**src/rtl/ifetch_queue_pkg.sv**
```systemverilog
// Shared definitions for the instruction fetch queue.
// Holds the datapath width, the NOP encoding that decode sees when idle,
// the PC increment used by the PC register, and the ring entry layout.
package ifetch_queue_pkg;

    localparam int XLEN = 32;
    localparam logic [XLEN-1:0] INS_NOP = 32'h0000_0013;
    localparam logic [XLEN-1:0] PC_STEP = 32'd4;

    // One ring slot: fetch address, returned instruction, data-present flag.
    typedef struct packed {
        logic [XLEN-1:0] addr;
        logic [XLEN-1:0] ins;
        logic            full;
    } ifq_entry_t;

endpackage

```
**src/rtl/ifq_ring.sv**
```systemverilog
// Ring storage for the fetch queue.
// Ports:
//   clk, rst        clock, asynchronous active-low reset
//   i_flush         collapse the ring: head and fill jump to alloc
//   i_alloc         record i_alloc_addr in entry[alloc], mark empty, advance alloc
//   i_fill          write i_fill_data into entry[fill], mark full, advance fill
//   i_drain         advance head
//   o_occ           alloc - head (entries allocated and not yet drained)
//   o_pend          alloc - fill (requests still awaiting a response)
//   o_head          entry at head
// Pointers carry an extra wrap bit so full and empty are distinguishable.
module ifq_ring
    import ifetch_queue_pkg::*;
#(
    parameter int DEPTH = 4
) (
    input  logic                  clk,
    input  logic                  rst,
    input  logic                  i_flush,
    input  logic                  i_alloc,
    input  logic [XLEN-1:0]       i_alloc_addr,
    input  logic                  i_fill,
    input  logic [XLEN-1:0]       i_fill_data,
    input  logic                  i_drain,
    output logic [$clog2(DEPTH):0] o_occ,
    output logic [$clog2(DEPTH):0] o_pend,
    output ifq_entry_t            o_head
);

    localparam int AW = $clog2(DEPTH);

    ifq_entry_t r_mem [DEPTH];
    logic [AW:0] r_alloc;
    logic [AW:0] r_fill;
    logic [AW:0] r_head;

    assign o_occ  = r_alloc - r_head;
    assign o_pend = r_alloc - r_fill;
    assign o_head = r_mem[r_head[AW-1:0]];

    // Alloc, fill and drain always land on distinct slots: fill lies in
    // [head, alloc) and alloc only fires while the ring has a free slot.
    always_ff @(posedge clk or negedge rst) begin
        if (!rst) begin
            r_alloc <= '0;
            r_fill  <= '0;
            r_head  <= '0;
            for (int unsigned i = 0; i < DEPTH; i++) begin
                r_mem[i] <= '0;
            end
        end else if (i_flush) begin
            r_head <= r_alloc;
            r_fill <= r_alloc;
        end else begin
            if (i_alloc) begin
                r_mem[r_alloc[AW-1:0]].addr <= i_alloc_addr;
                r_mem[r_alloc[AW-1:0]].full <= 1'b0;
                r_alloc <= r_alloc + 1'b1;
            end
            if (i_fill) begin
                r_mem[r_fill[AW-1:0]].ins  <= i_fill_data;
                r_mem[r_fill[AW-1:0]].full <= 1'b1;
                r_fill <= r_fill + 1'b1;
            end
            if (i_drain) begin
                r_head <= r_head + 1'b1;
            end
        end
    end

endmodule

```
**src/rtl/ifetch_queue.sv**
```systemverilog
// Instruction fetch queue between the PC register and decode.
// Ports:
//   clk, rst         clock, asynchronous active-low reset
//   pc_addr          current PC from the PC register
//   jump_en          redirect: flush the queue, discard in-flight fetches
//   hold_en          1 = PC register must not advance this cycle
//   imem_req_*       fetch request (valid/ready), address = pc_addr
//   imem_rsp_*       in-order fetch responses, never back-pressured
//   id_valid/ready   handshake to decode
//   id_ins           instruction (NOP when id_valid = 0)
//   id_ins_addr      its PC (0 when id_valid = 0)
module ifetch_queue
    import ifetch_queue_pkg::*;
#(
    parameter int DEPTH = 4
) (
    input  logic            clk,
    input  logic            rst,
    input  logic [XLEN-1:0] pc_addr,
    input  logic            jump_en,
    output logic            hold_en,
    output logic            imem_req_valid,
    output logic [XLEN-1:0] imem_req_addr,
    input  logic            imem_req_ready,
    input  logic            imem_rsp_valid,
    input  logic [XLEN-1:0] imem_rsp_data,
    output logic            id_valid,
    output logic [XLEN-1:0] id_ins,
    output logic [XLEN-1:0] id_ins_addr,
    input  logic            id_ready
);

    localparam int AW = $clog2(DEPTH);
    localparam logic [AW+1:0] LIMIT = (AW + 2)'(DEPTH);

    logic [AW:0]   w_occ;
    logic [AW:0]   w_pend;
    logic [AW:0]   r_kill;
    logic [AW+1:0] w_used;
    logic          w_req_fire;
    logic          w_killing;
    logic          w_rsp_drop;
    logic          w_rsp_fill;
    logic          w_drain;
    ifq_entry_t    w_head;

    ifq_ring #(.DEPTH(DEPTH)) u_ring (
        .clk          (clk),
        .rst          (rst),
        .i_flush      (jump_en),
        .i_alloc      (w_req_fire),
        .i_alloc_addr (pc_addr),
        .i_fill       (w_rsp_fill),
        .i_fill_data  (imem_rsp_data),
        .i_drain      (w_drain),
        .o_occ        (w_occ),
        .o_pend       (w_pend),
        .o_head       (w_head)
    );

    always_comb begin
        // Stale responses still owed by memory occupy slots too, so a
        // redirect cannot overrun the ring with fresh requests.
        w_used         = {1'b0, w_occ} + {1'b0, r_kill};
        imem_req_valid = rst & ~jump_en & (w_used < LIMIT);
        imem_req_addr  = pc_addr;
        w_req_fire     = imem_req_valid & imem_req_ready;
        hold_en        = ~w_req_fire;

        w_killing  = (r_kill != '0);
        // A response in the flush cycle is stale; it only counts as a drop
        // when something was actually outstanding.
        w_rsp_drop = imem_rsp_valid & (w_killing | (jump_en & (w_pend != '0)));
        w_rsp_fill = imem_rsp_valid & ~jump_en & ~w_killing & (w_pend != '0);

        id_valid    = rst & (w_occ != '0) & w_head.full & ~jump_en;
        w_drain     = id_valid & id_ready;
        id_ins      = id_valid ? w_head.ins  : INS_NOP;
        id_ins_addr = id_valid ? w_head.addr : '0;
    end

    always_ff @(posedge clk or negedge rst) begin
        if (!rst) begin
            r_kill <= '0;
        end else if (jump_en) begin
            r_kill <= r_kill + w_pend - {{AW{1'b0}}, w_rsp_drop};
        end else if (w_rsp_drop) begin
            r_kill <= r_kill - 1'b1;
        end
    end

endmodule

```
**config.mk**
```make
export PLATFORM = sky130hd
export DESIGN_NAME = ifetch_queue
export DESIGN_NICKNAME = d
export VERILOG_FILES = /design/src/rtl/ifetch_queue_pkg.sv /design/src/rtl/ifq_ring.sv /design/src/rtl/ifetch_queue.sv
export SDC_FILE = /design/constraint.sdc
export NUM_CORES = 1
export LEC_CHECK = 0
export ABC_AREA = 1
export CORE_MARGIN = 3
export CORE_UTILIZATION = 40
export CTS_CLUSTER_SIZE = 10
export DETAILED_ROUTE_END_ITERATION = 8
export GPL_TIMING_DRIVEN = 0
export REMOVE_ABC_BUFFERS = 1
export SYNTH_ARGS = -nofsm -noshare
export SYNTH_HDL_FRONTEND = slang
export SYNTH_SLANG_ARGS = --single-unit
```
**constraint.sdc**
```tcl
create_clock -name clk -period 7.8 [get_ports clk]
set_input_delay 1.17 -clock clk [delete_from_list [all_inputs] [get_ports clk]]
set_output_delay 1.17 -clock clk [all_outputs]
set_load 0.03 [all_outputs]
```
==> metrics.txt, run 1 <==
Layout fillers between 3000 and 4000; top cell type's share of synthesized area about half; Finished Cell Area between 0.015 and 0.02 mm²; Post-synth EDFFs 0; CP Data Arrival Time between 4000 and 5000 ps; Top FF cell, synth dfrtp_1; TritonRoute pass-1 iters 5; initial antenna violation count 0; chip height between 150 and 200 µm; clock sinks between 200 and 300; max-cap violation count 0; most common cell after layout, fill and taps aside nand2_1; leak pwr 7.13 nW; antenna cells 0; Hold Path Class flop to flop; Final WS setup approximately 2000 ps; post-route antenna net violation count 0; min Tclk post-route between 5000 and 6000 ps; share of cells above drive strength 1 4.65%; HP Start u_ring.r_mem[0]$_DFFE_PN0N_; crit path max fanout 63; WP data required between 6000 and 7000 ps; DP Worst Slack 2000 ps; CTS Hold Bufs 0; PortBufs 168; WS Path Type flop to output port; Max Clk Rate about 0.17 GHz; FF+latch count, synth about 270; area leader, netlist dfrtp_1; Num CTS Buffers 31; Max IR drop VDD between 0.15 and 0.2 mV; Detailed Route WL about 33000 µm; synth warn 0; All-Layer GR Usage a little under a fifth; via count ~11000; wire length per cell approximately 15 µm; Vias/cell 4.98; CP endpoint kind output port; Final HPWL DP 18800 µm; H-Tree Depth 1; clock tree root driver cell clkbuf_16; via count of the first global-routing pass a little over 10000; starting density of the core about two fifths; nets about 1800; Clk Latency, worst-skew pair roughly 550 ps; Worst Tran Pin Value approximately 900 ps; CTS Buffer Depth 3; endpoints failing setup 0; status completed; PD cells 350 mW/mm²; Async S/R FF share, synth between 90% and 100%; final worst path period share about three quarters; r2r startpoint u_ring.r_head[1]$_DFFE_PN0P_; syn_area_per_cell a little over 8 µm²; I/O pin total 169; sequential cell area fraction in the yosys report between 50% and 60%; Cell Area, Placed 0.0147 mm²; postcts setup bufs 0; DIE AREA between 0.03 and 0.04 mm²; clk slew on worst S/H paths roughly 60 ps; crit path from u_ring.r_head[1]$_DFFE_PN0P_; first-pass GRT wire length about 54000 µm; Hold WS about 470 ps; Worst Skew ~7.7 ps; top post-synthesis cells by area dfrtp_1 (52%), o21ai_0 (10%), nand2_1 (9.0%); Resized Gates After CTS 0; # rows 65; total grt overflow 0; post-synthesis cell area about 0.013 mm²; core area ~0.032 mm²; # DRC 0; Netlist cell types 26; Detailed Route Iter0 Violations roughly 800; Final GP Congestion ~0.75; Slew Viols, Final 0; Syn Inst Count ~1600; Layout area overhead 18.4%; largest net degree at the start of global routing 109; most frequent cells in the layout nand2_1 (317), o21ai_0 (275), dfrtp_1 (270), nor2_1 (256), clkdlybuf4s50_1 (167); CTS tree built; Slew headroom between 40 and 50%; Fin. Hold Viols 0; Worst Setup Start Kind flop; RSZ-0062 raised after global routing false; DIE WIDTH roughly 190 µm
worst max-delay path, cell delays in order, from the launching register on:
cell	delay [ps]
dfrtp_4	750
buf_12	320
inv_4	370
fa_1	570
inv_1	80
nand2_1	70
nand2_1	70
nand2_1	60
nand3_1	140
nand3_4	260
buf_16	320
a21oi_1	290
clkdlybuf4s50_1	730
area by class of cell:
type / count / area, µm² / area share, %
Clock inverter: 1 / 5.00 / 0.0321
Timing Repair Buffer: 179 / 1940 / 12.5
Multi-Input combinational cell: 1094 / 5120 / 32.8
Clock buffer: 36 / 805 / 5.16
Sequential cell: 272 / 6810 / 43.7
Tap cell: 435 / 544 / 3.49
Inverter: 96 / 365 / 2.34
state kept, by name, indices dropped and copies added, names as in the netlist:
register,flops
r_kill,3
u_ring.r_alloc,3
u_ring.r_fill,3
u_ring.r_head,3
u_ring.r_mem,260
power by group:
part / switching, mW / internal, mW
Clock: 0.532 / 0.709
Combinational: 1.13 / 0.750
Sequential: 0.355 / 1.98
Total: 2.02 / 3.44
metrics by stage:
| step | setup TNS [ps] | total power, mW | cells | utilization [%] |
|---|---|---|---|---|
| 4_1_cts | 0 | 5.51 | 2111 | 48.5 |
| 6_report | 0 | 5.46 | 2113 | 48.7 |
| 3_3_place_gp | -3202650 | 4.19 | 2065 | 45.2 |
| 3_5_place_dp | 0 | 4.24 | 2074 | 46.0 |
| 2_1_floorplan | 0 | 3.59 | 1462 | - |
| 5_1_grt | 0 | 5.93 | 2113 | 48.7 |
synthesized netlist by cell type (20+ instances only):
| library cell | instances |
|---|---|
| dfrtp_1 | 272 |
| inv_1 | 90 |
| a21oi_1 | 64 |
| o21ai_0 | 275 |
| o21ai_1 | 107 |
| buf_2 | 30 |
| clkbuf_1 | 38 |
| buf_6 | 26 |
| nand2_1 | 317 |
| buf_4 | 44 |
| nand3_1 | 20 |
| nor2_1 | 256 |
cells by family (layout without fill, tap and decap cells):
kind of cell,count (synthesis),count (layout),share of synthesized area (%)
AO/OA/AOI/OAI,459,459,17.8
AND/OR/NAND/NOR,610,610,18.4
XOR/XNOR,4,4,0.266
adder cells (fa/ha/maj),21,21,2.17
buffers and inverters,235,312,9.72
flip-flops,272,272,51.7
worst paths after layout:
path / slack, ps / to / depth (start not counted)
setup / recovery: 2020 / id_ins[3] / 12
hold / removal: 470 / u_ring.r_mem[0]$_DFFE_PN0N_ / 2
setup reg to reg: 3380 / u_ring.r_mem[37]$_DFFE_PN0P_ / 12
hold reg to reg: 470 / u_ring.r_mem[0]$_DFFE_PN0N_ / 2
max in group asynchronous: 5750 / u_ring.r_mem[142]$_DFFE_PN0P_ / 3
min in group asynchronous: 640 / u_ring.r_mem[188]$_DFFE_PN0P_ / 1
layer usage:
layer / wire [µm] / part of all wire [%] / global-route usage [%]
met3: 1210 / 3.7 / 2.42
met2: 15300 / 47 / 30.9
met4: 564 / 1.7 / 4.10
met1: 15600 / 48 / 26.1
met5: 0 / 0 / 0
Power figures use the tool's default switching activity.
==> run 2: changes to the inputs <==
==> constraint.sdc (replaced) <==
create_clock -name clk -period 5.2 [get_ports clk]
set_input_delay 0.78 -clock clk [delete_from_list [all_inputs] [get_ports clk]]
set_output_delay 0.78 -clock clk [all_outputs]
set_load 0.03 [all_outputs]
==> run 2 against run 1 <==
Net effect:
- hold slack worse by 220 ps
- final area rose by 0.59%
- sequential share of layout area decreased by 0.26 points
- worst setup slack got worse by 1800 ps
- critical path depth down 1
- flip-flop and latch count is the same
- clock-buffer cell count is the same
- clock power rose by 50%
- first-iteration DRC count rose by 9.9%
- via count grew 0.71%
- largest cell class unchanged
- largest power group unchanged
==> metrics.txt, run 2 (synthesized netlist as in run 1, its figures left out) <==
status completed; Layout area overhead 19.1%; via count of the first global-routing pass 10129 (+0.040%); WP data required 4420 ps (-2210 ps); Worst Skew 6.81 ps (-0.903 ps); Crit path largest cell delay 650 ps (-100 ps); clock tree root driver cell clkbuf_16; # DRC 0 (unchanged); PD cells 525 mW/mm² (+50%); Slew headroom 40.2% (+0.20 points); Fin. Hold Viols 0 (unchanged); Hold Path Class input pin to asynchronous set/reset pin; CP top delay family buffers and inverters; clk slew on worst S/H paths 60 ps (about the same); Detailed Route Iter0 Violations 854 (+9.9%); crit-path cells buf_12 > inv_8 > fa_1 > inv_1 > nand2_1 > nand3_1 > nand2_1 > ha_1 > nor3_4 > nand2_1 > clkdlybuf4s50_1; CTS Buffer Depth 3 (unchanged); post-route antenna net violation count 0 (unchanged); crit-path most repeated cell nand2_1; Finished Cell Area 0.0157 mm² (+0.59%); max reg flops 260 (unchanged); Cell Area, Placed 0.0147 mm² (unchanged); min Tclk post-route just under 5000 ps; slowest CP cell clkdlybuf4s50_1; first-pass GRT wire length 54200 µm (+0.44%); CTS tree built; initial antenna violation count 0 (unchanged); WS Path Type flop to output port; Final HPWL DP 18800 µm (unchanged); Worst Setup Start Kind flop; CP endpoint kind output port; Met3 Wirelength 1500 µm (+24%); Worst Tran Pin Value 897 ps (-3.03 ps); most common cell after layout, fill and taps aside nand2_1; Buf+Inv Stages, Crit Path 4 (-1); fin cells 2116 (+0.14%); final worst path period share between 90% and 100%; WL met1 15500 µm (-0.67%); clock sinks 272 (unchanged); max-cap violation count 0 (unchanged); DIE WIDTH 187 µm (unchanged); overall power 8.23 mW (+51%); DIE AREA 0.0351 mm² (unchanged); crit path max fanout 63 (unchanged); Final GP Congestion 0.750 (unchanged); placed cell count 2074 (unchanged); Most flops, register u_ring.r_mem; starting density of the core 41.1% (unchanged); TritonRoute pass-1 iters 5 (unchanged); Clk Latency, worst-skew pair 550 ps (about the same); Vias/cell 5.01 (+0.57%); Detailed Route WL 33100 µm (+1.3%); H-Tree Depth 1 (unchanged); PortBufs 168 (unchanged); Top Metal Used met4; total grt overflow 0 (unchanged); share of cells above drive strength 1 4.82% (+0.17 points); nets 1768 (+0.17%); CP Data Arrival Time 4170 ps (-440 ps); Slew Viols, Final 0 (unchanged); most frequent cells in the layout nand2_1 (317), o21ai_0 (275), dfrtp_1 (270), nor2_1 (256), clkdlybuf4s50_1 (156); All-Layer GR Usage 18.7% (+0.14 points); wire length per cell 15.7 µm (+1.1%); via count 10598 (+0.71%); Num CTS Buffers 31 (unchanged); # rows 65 (unchanged); core area 0.0320 mm² (unchanged); I/O pin total 169 (unchanged); Max Clk Rate 0.202 GHz; chip height 187 µm (unchanged); leak pwr 7.37 nW (+3.2%); Max IR drop VDD 0.269 mV (+49%); endpoints failing setup 0 (unchanged); RSZ-0062 raised after global routing false; antenna cells 0 (unchanged); WL met2 15600 µm (+1.5%); largest net degree at the start of global routing 109 (unchanged)
-- run 2: report_power, final --
| group | internal (mW) | switching, mW |
|---|---|---|
| Combinational | 1.15 | 1.77 |
| Sequential | 2.97 | 0.482 |
| Clock | 1.06 | 0.798 |
-- run 2: cell type report --
cell class | count | area (µm²)
inverters | 96 | 370
well taps | 435 | 544
repair buffers | 182 | 2030
flip-flops and latches | 272 | 6810
clock buffers | 36 | 805
fillers | 3182 | 16400
multi-input cells | 1094 | 5120
clock inverters | 1 | 5.00
-- run 2: layer usage --
metal,global-route usage [%],vias up
met5,0,-
met4,4.10,0
met3,2.42,40
met2,31.2,247
met1,26.3,5035
li1,-,5276
-- run 2: per-stage QoR --
stage | setup WS [ps] | hold slack (ps) | TNS [ps] | util, %
floorplan | -1120 | 442 | -88900 | -
global placement | -10340 | 454 | -4230690 | 45.2
detailed placement | 178 | 459 | 0 | 46.0
CTS | 62.0 | 265 | 0 | 48.6
global route | 26.3 | 304 | 0 | 49.0
finish | 250 | 250 | 0 | 49.0
-- run 2: timing repair --
action	CTS	global route
setup buffers	2	1
hold buffers	0	0
gates resized for setup	1	12
endpoints found under the setup margin	51	23
endpoints found under the hold margin	0	0
-- run 2: final timing paths --
path	slack, ps	start	cells past startpoint	to
max	250	u_ring.r_head[1]$_DFFE_PN0P_	11	hold_en
min	250	rst	1	u_ring.r_mem[188]$_DFFE_PN0P_
max reg2reg	1140	u_ring.r_head[1]$_DFFE_PN0P_	11	u_ring.r_mem[37]$_DFFE_PN0P_
min reg2reg	470	u_ring.r_mem[0]$_DFFE_PN0N_	2	u_ring.r_mem[0]$_DFFE_PN0N_
max in group asynchronous	3580	rst	3	u_ring.r_head[0]$_DFFE_PN0P_
min in group clk	470	u_ring.r_mem[0]$_DFFE_PN0N_	2	u_ring.r_mem[0]$_DFFE_PN0N_
==> run 3: changes to the inputs <==
--- a/config.mk
+++ b/config.mk
@@ -10,7 +10,6 @@
 export CORE_UTILIZATION = 40
 export CTS_CLUSTER_SIZE = 10
 export DETAILED_ROUTE_END_ITERATION = 8
-export GPL_TIMING_DRIVEN = 0
 export REMOVE_ABC_BUFFERS = 1
 export SYNTH_ARGS = -nofsm -noshare
 export SYNTH_HDL_FRONTEND = slang
==> run 3 against run 2 <==
Net effect:
- worst setup slack improved by 640 ps
- critical endpoint unchanged
- via count rose by 0.25%
- core utilization fell by 1.1 points
- clock-buffer cell count did not move
- sequential power fell by 1%
- sequential share of layout area rose by 0.98 points
- flip-flop and latch count did not move
- die area did not move
==> metrics.txt, run 3 (synthesized netlist as in run 1, its figures left out) <==
Crit path largest cell delay 640 ps (about the same); via count 10624 (+0.25%); chip height 187 µm (unchanged); Slew Viols, Final 0 (unchanged); Layout area overhead 16.4%; crit path max fanout 6 (-90%); Finished Cell Area 0.0153 mm² (-2.2%); CTS tree built; Final WS setup 885 ps (+635 ps); postcts setup bufs 0 (-2); # rows 65 (unchanged); status completed; max reg flops 260 (unchanged); CP Data Arrival Time 3540 ps (-630 ps); core area 0.0320 mm² (unchanged); final worst path period share 83.0% (-12 points); All-Layer GR Usage 18.8% (+0.13 points); Slew headroom 30.7% (-9.5 points); Final HPWL DP 19900 µm (+5.7%); wire length per cell 15.7 µm (about the same); PD cells 536 mW/mm² (+2.1%); PortBufs 168 (unchanged); max-cap violation count 0 (unchanged); Resized Gates After CTS 0 (-1); CP top delay family buffers and inverters; nets 1773 (+0.28%); Max IR drop VDD 0.266 mV (-1.3%); DP Worst Slack 1370 ps (+1190 ps); Fin. Hold Viols 0 (unchanged); clk slew on worst S/H paths 50 ps (about the same); CP endpoint kind output port; Cell Area, Placed 0.0145 mm² (-1.5%); clock sinks 272 (unchanged); starting density of the core 41.1% (unchanged); Clk Latency, worst-skew pair 550 ps (about the same); crit-path cells inv_1 > ha_1 > inv_1 > fa_1 > inv_1 > nand2_1 > nand3_1 > nand2_1 > ha_1 > nor3_4 > nand2_1 > clkdlybuf4s50_1; TritonRoute pass-1 iters 5 (unchanged); min Tclk post-route 4320 ps (-635 ps); # DRC 0 (unchanged); WP data required 4420 ps (about the same); initial antenna violation count 1 (+1); CTS Buffer Depth 3 (unchanged); Worst Skew 5.87 ps (-0.937 ps); RSZ-0062 raised after global routing false; first-pass GRT wire length 55400 µm (+2.1%); setup TNS 0 ps (unchanged); Detailed Route WL 33200 µm (+0.33%); endpoints failing setup 0 (unchanged); largest net degree at the start of global routing 85 (-22%); Worst Setup Start Kind flop; leak pwr 7.23 nW (-1.8%); Num CTS Buffers 31 (unchanged); most frequent cells in the layout nand2_1 (317), o21ai_0 (275), dfrtp_1 (270), nor2_1 (256), o21ai_1 (107); total grt overflow 0 (unchanged); I/O pin total 169 (unchanged); most common cell after layout, fill and taps aside nand2_1; Buf+Inv Stages, Crit Path 4 (unchanged); post-route antenna net violation count 0 (unchanged); Detailed Route Iter0 Violations 720 (-16%); fin cells 2122 (+0.28%); DIE WIDTH 187 µm (unchanged); WS Path Type flop to output port; Hold Path Class input pin to asynchronous set/reset pin; Most flops, register u_ring.r_mem; DIE AREA 0.0351 mm² (unchanged); via count of the first global-routing pass 10397 (+2.6%); slowest CP cell clkdlybuf4s50_1; placed cell count 2084 (+0.48%); antenna cells 0 (unchanged); overall power 8.22 mW (-0.19%); share of cells above drive strength 1 8.77% (+4.0 points); Max Clk Rate 0.232 GHz (+15%); r2r startpoint u_ring.r_alloc[0]$_DFFE_PN0P_; Worst Tran Pin Value 1040 ps (+143 ps); CTS Hold Bufs 0 (unchanged); clock tree root driver cell clkbuf_16; Vias/cell 5.01 (about the same); H-Tree Depth 1 (unchanged); crit path from u_ring.r_alloc[0]$_DFFE_PN0P_; Final GP Congestion 0.790 (+5.3%)
[run 3: cell count changes in the layout (fill, tap and decap cells not counted), moves of 4 or more]
cell / change
buf_4: +79
clkdlybuf4s50_1: -51
dlymetal6s2s_1: -11
buf_12: -5
buf_16: -5
nand3_2: +4
nand3_4: -4
[run 3: path summary, 6_finish.rpt]
path | to | slack (ps) | cells past startpoint
setup / recovery | hold_en | 880 | 12
setup reg to reg | r_kill[2]$_DFFE_PN0P_ | 1800 | 20
hold reg to reg | u_ring.r_mem[65]$_DFFE_PN0N_ | 470 | 2
min in group clk | u_ring.r_mem[65]$_DFFE_PN0N_ | 470 | 2
max in group asynchronous | u_ring.r_mem[81]$_DFFE_PN0P_ | 2820 | 3
hold / removal | u_ring.r_mem[188]$_DFFE_PN0P_ | 140 | 1
[run 3: final cells by class]
type	instances	area (µm²)
Sequential cell	272	6810
Multi-Input combinational cell	1094	5090
Tap cell	435	544
Fill cell	3221	16700
Clock buffer	36	795
Clock inverter	2	38.8
Inverter	96	362
Timing Repair Buffer	187	1700
[run 3: routing by layer]
| layer | vias up | part of all wire (%) | wire length, µm | global-route usage, % |
|---|---|---|---|---|
| li1 | 5288 | - | - | - |
| met1 | 5051 | 48 | 15800 | 26.9 |
| met2 | 244 | 46 | 15400 | 31.1 |
| met3 | 39 | 4.6 | 1530 | 2.59 |
| met4 | 2 | 1.5 | 484 | 3.38 |
| met5 | - | 0.039 | 13 | 0 |
[run 3: through the flow]
stage / hold WS (ps) / utilization (%)
3_5_place_dp: 459 / 45.3
3_3_place_gp: 455 / 45.3
2_1_floorplan: 442 / -
5_1_grt: 166 / 47.9
4_1_cts: 149 / 47.9
6_report: 142 / 47.9
[run 3: report_power, final]
| group | switching, mW | internal (mW) |
|---|---|---|
| Sequential | 0.444 | 2.97 |
| Combinational | 1.84 | 1.07 |
| Clock | 0.783 | 1.10 |
